File: src/rtl/cpu_dbg_pkg.sv
`default_nettype none
// ============================================================================
// Module   : cpu_dbg_pkg
// Purpose  : Shared widths and dump-sequencer state encoding for CPU debug.
// Revision : 1.0
// ============================================================================
package cpu_dbg_pkg;

    localparam int REG_ADDR_W = 5;
    localparam int DATA_W     = 32;
    localparam int NUM_REGS   = 1 << REG_ADDR_W;

    typedef enum logic [1:0] {
        IDLE = 2'd0,
        READ = 2'd1,
        SEND = 2'd2,
        DONE = 2'd3
    } dump_state_t;

endpackage
`default_nettype wire

File: src/rtl/rf_dump_reader.sv
`default_nettype none
// ============================================================================
// Module   : rf_dump_reader
// Purpose  : Walks a register-file address range and streams {addr, data}.
// Revision : 1.0
// ============================================================================
module rf_dump_reader
    import cpu_dbg_pkg::*;
#(
    parameter int FIRST_REG = 0,
    parameter int LAST_REG  = 31
) (
    input  logic                  clk,
    input  logic                  rst,
    input  logic                  start_i,
    input  logic                  abort_i,
    output logic                  busy_o,
    output logic                  hold_o,
    output logic                  done_o,
    output logic [REG_ADDR_W-1:0] ra_o,
    input  logic [DATA_W-1:0]     rd_i,
    output logic                  out_valid_o,
    input  logic                  out_ready_i,
    output logic [REG_ADDR_W-1:0] out_addr_o,
    output logic [DATA_W-1:0]     out_data_o
);

    localparam logic [REG_ADDR_W-1:0] C_FIRST = REG_ADDR_W'(FIRST_REG);
    localparam logic [REG_ADDR_W-1:0] C_LAST  = REG_ADDR_W'(LAST_REG);

    generate
        if (FIRST_REG < 0 || FIRST_REG > LAST_REG || LAST_REG >= NUM_REGS) begin : g_bad_range
            $error("rf_dump_reader: illegal register range FIRST_REG=%0d LAST_REG=%0d",
                   FIRST_REG, LAST_REG);
        end
    endgenerate

    dump_state_t           r_state;
    logic [REG_ADDR_W-1:0] r_idx;

    // The read port simply follows the walking index; it is only consumed in READ.
    assign ra_o   = r_idx;
    assign hold_o = busy_o;

    always_ff @(posedge clk) begin
        if (rst) begin
            r_state     <= IDLE;
            r_idx       <= C_FIRST;
            busy_o      <= 1'b0;
            done_o      <= 1'b0;
            out_valid_o <= 1'b0;
            out_addr_o  <= '0;
            out_data_o  <= '0;
        end else begin
            done_o <= 1'b0;
            case (r_state)
                IDLE: begin
                    if (start_i) begin
                        r_state <= READ;
                        r_idx   <= C_FIRST;
                        busy_o  <= 1'b1;
                    end
                end
                READ: begin
                    if (abort_i) begin
                        r_state <= IDLE;
                        busy_o  <= 1'b0;
                    end else begin
                        out_addr_o  <= r_idx;
                        out_data_o  <= rd_i;
                        out_valid_o <= 1'b1;
                        r_state     <= SEND;
                    end
                end
                SEND: begin
                    // A pair accepted together with abort is already delivered.
                    if (abort_i) begin
                        r_state     <= IDLE;
                        busy_o      <= 1'b0;
                        out_valid_o <= 1'b0;
                    end else if (out_ready_i) begin
                        out_valid_o <= 1'b0;
                        if (r_idx == C_LAST) begin
                            r_state <= DONE;
                            busy_o  <= 1'b0;
                            done_o  <= 1'b1;
                        end else begin
                            r_idx   <= r_idx + REG_ADDR_W'(1);
                            r_state <= READ;
                        end
                    end
                end
                DONE: begin
                    r_state <= IDLE;
                end
                default: begin
                    r_state <= IDLE;
                end
            endcase
        end
    end

endmodule
`default_nettype wire
File: config.mk
export PLATFORM = sky130hd
export DESIGN_NAME = rf_dump_reader
export DESIGN_NICKNAME = d
export VERILOG_FILES = /design/src/rtl/cpu_dbg_pkg.sv /design/src/rtl/rf_dump_reader.sv
export SDC_FILE = /design/constraint.sdc
export NUM_CORES = 1
export LEC_CHECK = 0
export CAP_MARGIN = 20
export CORE_ASPECT_RATIO = 0.9
export CORE_MARGIN = 3
export CORE_UTILIZATION = 44
export CTS_BUF_LIST = sky130_fd_sc_hd__clkbuf_16
export CTS_CLUSTER_DIAMETER = 30
export DETAILED_ROUTE_END_ITERATION = 8
export GPL_TIMING_DRIVEN = 0
export PLACE_DENSITY = 0.84
export SETUP_SLACK_MARGIN = 0.5
export SYNTH_ARGS = -nofsm -noshare
export SYNTH_HDL_FRONTEND = slang
export SYNTH_SLANG_ARGS = --single-unit
File: constraint.sdc
create_clock -name clk -period 6.3 [get_ports clk]
set_clock_uncertainty 0.15 [all_clocks]
set_input_delay 0.63 -clock clk [delete_from_list [all_inputs] [get_ports clk]]
set_output_delay 0.63 -clock clk [all_outputs]
set_load 0.1 [all_outputs]
==> results.ini <==
[timing]
finalMaxSlewViolations = 0
final.period_utilization_pct = 42.38
setup_violations = 0
rsz0062_at_grt = false
fin_hold_ws_ps = 301.3
fin_crit_ps = 2670
fin_tns_setup_ps = 0
max_freq_ghz = 0.3745
worst_pin_slew_ps = 992.1
slew_headroom_pct = 33.65
final-hold-violation-count = 0

[layout]
fillers = 304
register_area_sq_um = 940.9
utilization_pct = 74.18
fin_cells = 366
nets = 363
syn2layout_area_growth_pct = 55.15
postLayoutCellArea_sq_um = 2865
num_antenna_cells = 0
multi_input_area_sq_um = 835.8
drive_gt1_share_pct = 3.438

[drt]
first_pass_iters = 4
viasPerCell = 4.984
post_drt_wl_per_cell_microns = 12.93
ant_nets = 0
num_vias = 1824
first_iter_violations = 68
drt_wl_total_microns = 4731
drc = 0

[run_status]
status = finished, final reports clean

[global_routing]
gr-total-overflow = 0
grt.total_usage_pct = 19.54
grt_pass1_wl_microns = 7389
grt_start_max_net_pins = 15
antenna_found_initial = 0
grt_pass1_vias = 1609

[logic_synthesis]
syn-cell-area_sq_um = 1847
synth.area.top_cells = dfxtp_1 (51%), nand2_1 (17%), a21oi_1 (11%), ha_1 (4.7%), nor2_1 (1.6%)
synthDistinctLibCells = 30
syn_avg_cell_area_sq_um = 8.029
netlist_instances = 230
synthArstFlopShare_pct = 0
netlist.area_leader.share_pct = 50.95
syn_nets = 274
ys.flop_type = dfxtp_1
yosys.area.top_type = dfxtp_1
yosysMostFrequentCell = nand2_1
seq_area_frac_synth_pct = 50.95
synth_seq_cells = 47
ys_warn_count = 0
yosys-top-cells-count = nand2_1 (82), dfxtp_1 (47), a21oi_1 (39), nor2_1 (8)
synth-edff-count = 0

[worst_setup_path]
arrival_ps = 1890
cp_num_buf_inv = 1
crit_family = buffers and inverters
cp_slowest_cell = clkdlybuf4s50_1
crit_path_end_kind = primary output
path_max_fanout = 6
critPathKind = flip-flop to primary output
path_cells = clkdlybuf4s50_1
crit_required_ps = 5520
slowest_delay_ps = 1180
cp-start-kind = flip-flop

[cts]
cts-resized-gates = 0
cts_made_buffers = 5
cts.sinks = 47
cts_tree = done
clk_latency_ps = 280
post_cts_buffers = 0
cts.clk_slew.worst_paths_ps = 60
clock_path_buffers = 2
hold_buffers = 0
cts.htree.levels = 2
cts_root_buf = clkbuf_16

[power]
p_leak_nw = 1.028
p_sw_share_pct = 33.22
p_per_area_nw_per_um2 = 269.6
intPower_w = 0.0005158
pwr-share-clk_pct = 32.4
p_comb_share_pct = 26.4
p_seq_share_pct = 41.2
irDropWorstVdd_mv = 0.1684
p_sw_w = 0.0002566

[place]
placed_area_sq_um = 2725
post-dp-hpwl_microns = 3378
io_buffers = 82
place.gp.congestion = 0.7448
dp_cells = 358

[die]
die_x_microns = 74.29
start_util_pct = 47.81
rows = 21
dieArea_sq_um = 5012
io_pins = 83
die_h_microns = 67.46
core_sq_um = 3862

[worst_hold_path]
hold_path_class = flip-flop to flip-flop

[flow_run]
maxCapViolCount = 0

through the flow:
step / power (W) / setup slack, ps
2_1_floorplan: 0.0004673 / 3676
3_3_place_gp: 0.0005268 / 3801
3_5_place_dp: 0.0005289 / 3780
4_1_cts: 0.0007793 / 3625
5_1_grt: 0.0008066 / 3578
6_report: 0.0007724 / 3630
metal layers:
metal  track usage, %  wire length, microns  vias to the layer above
li1                 -                     -                      933
met1            25.92                  2166                      817
met2            30.42                  2119                       68
met3            5.804                   393                        6
met4            6.667                    51                        0
met5                0                     0                        -
sequential cells by signal, summed over array words and instances, names as in the netlist:
| register | cells |
|---|---|
| out_addr_o | 5 |
| r_state | 2 |
| done_o | 1 |
| ra_o | 5 |
| out_data_o | 32 |
| out_valid_o | 1 |
| busy_o | 1 |
cells by family (layout without fill, tap and decap cells):
family / Yosys count / after routing / synth area share [%]
compound gates: 48 / 48 / 14.03
fa+ha+maj: 7 / 7 / 4.742
mux: 3 / 3 / 1.761
simple gates: 108 / 108 / 24.73
flops: 47 / 47 / 50.95
buf+inv: 17 / 107 / 3.795
power by group through the flow:
stage               Sequential [W]  Combinational (W)  Clock [W]
floorplan                 0.000416          0.0000518          0
global placement          0.000324           0.000202          0
detailed placement        0.000325           0.000204          0
CTS                       0.000318           0.000205   0.000256
global route              0.000319           0.000215   0.000272
finish                    0.000318           0.000204   0.000250
cell usage in the layout (no fill, tap or decap), drive strengths merged:
| cell type | netlist | routed |
|---|---|---|
| clkbuf | 7 | 12 |
| nor4 | 1 | 1 |
| o21bai | 1 | 1 |
| nand2 | 82 | 82 |
| clkdlybuf4s50 | 0 | 82 |
| nor3b | 2 | 2 |
| and2b | 1 | 1 |
| a211o | 1 | 1 |
| o31ai | 2 | 2 |
| mux2 | 2 | 2 |
| clkinv | 0 | 2 |
| a21oi | 39 | 39 |
| dfxtp | 47 | 47 |
| or4 | 1 | 1 |
| nand3b | 3 | 3 |
| clkinvlp | 0 | 1 |
| nor2b | 2 | 2 |
| buf | 8 | 8 |
| o21ai | 2 | 2 |
| nand2b | 2 | 2 |
| nand3 | 2 | 2 |
| and3 | 1 | 1 |
| ha | 7 | 7 |
| mux2i | 1 | 1 |
| or3b | 1 | 1 |
| a211oi | 1 | 1 |
| a2bb2oi | 1 | 1 |
| nor3 | 2 | 2 |
| inv | 2 | 2 |
| a31oi | 1 | 1 |
| nor2 | 8 | 8 |
final timing paths:
kind	startpoint	to	slack (ps)	cells past startpoint
max reg2reg	ra_o[0]	ra_o[1]	4010	6
max	ra_o[3]	ra_o[3]	3630	1
min reg2reg	out_data_o[7]	out_data_o[7]	300	2
min	out_data_o[7]	out_data_o[7]	300	2
layout make-up:
| class | instances | share of cell area (%) |
|---|---|---|
| clock buffer | 5 | 4.367 |
| inverter | 2 | 0.2620 |
| clock inverter | 3 | 0.5240 |
| tap | 46 | 2.009 |
| sequential | 47 | 32.84 |
| multi-input combinational | 166 | 29.17 |
| buffer | 15 | 2.183 |
| timing repair buffer | 82 | 28.65 |
Note: power is estimated with default switching activity, not from simulation.
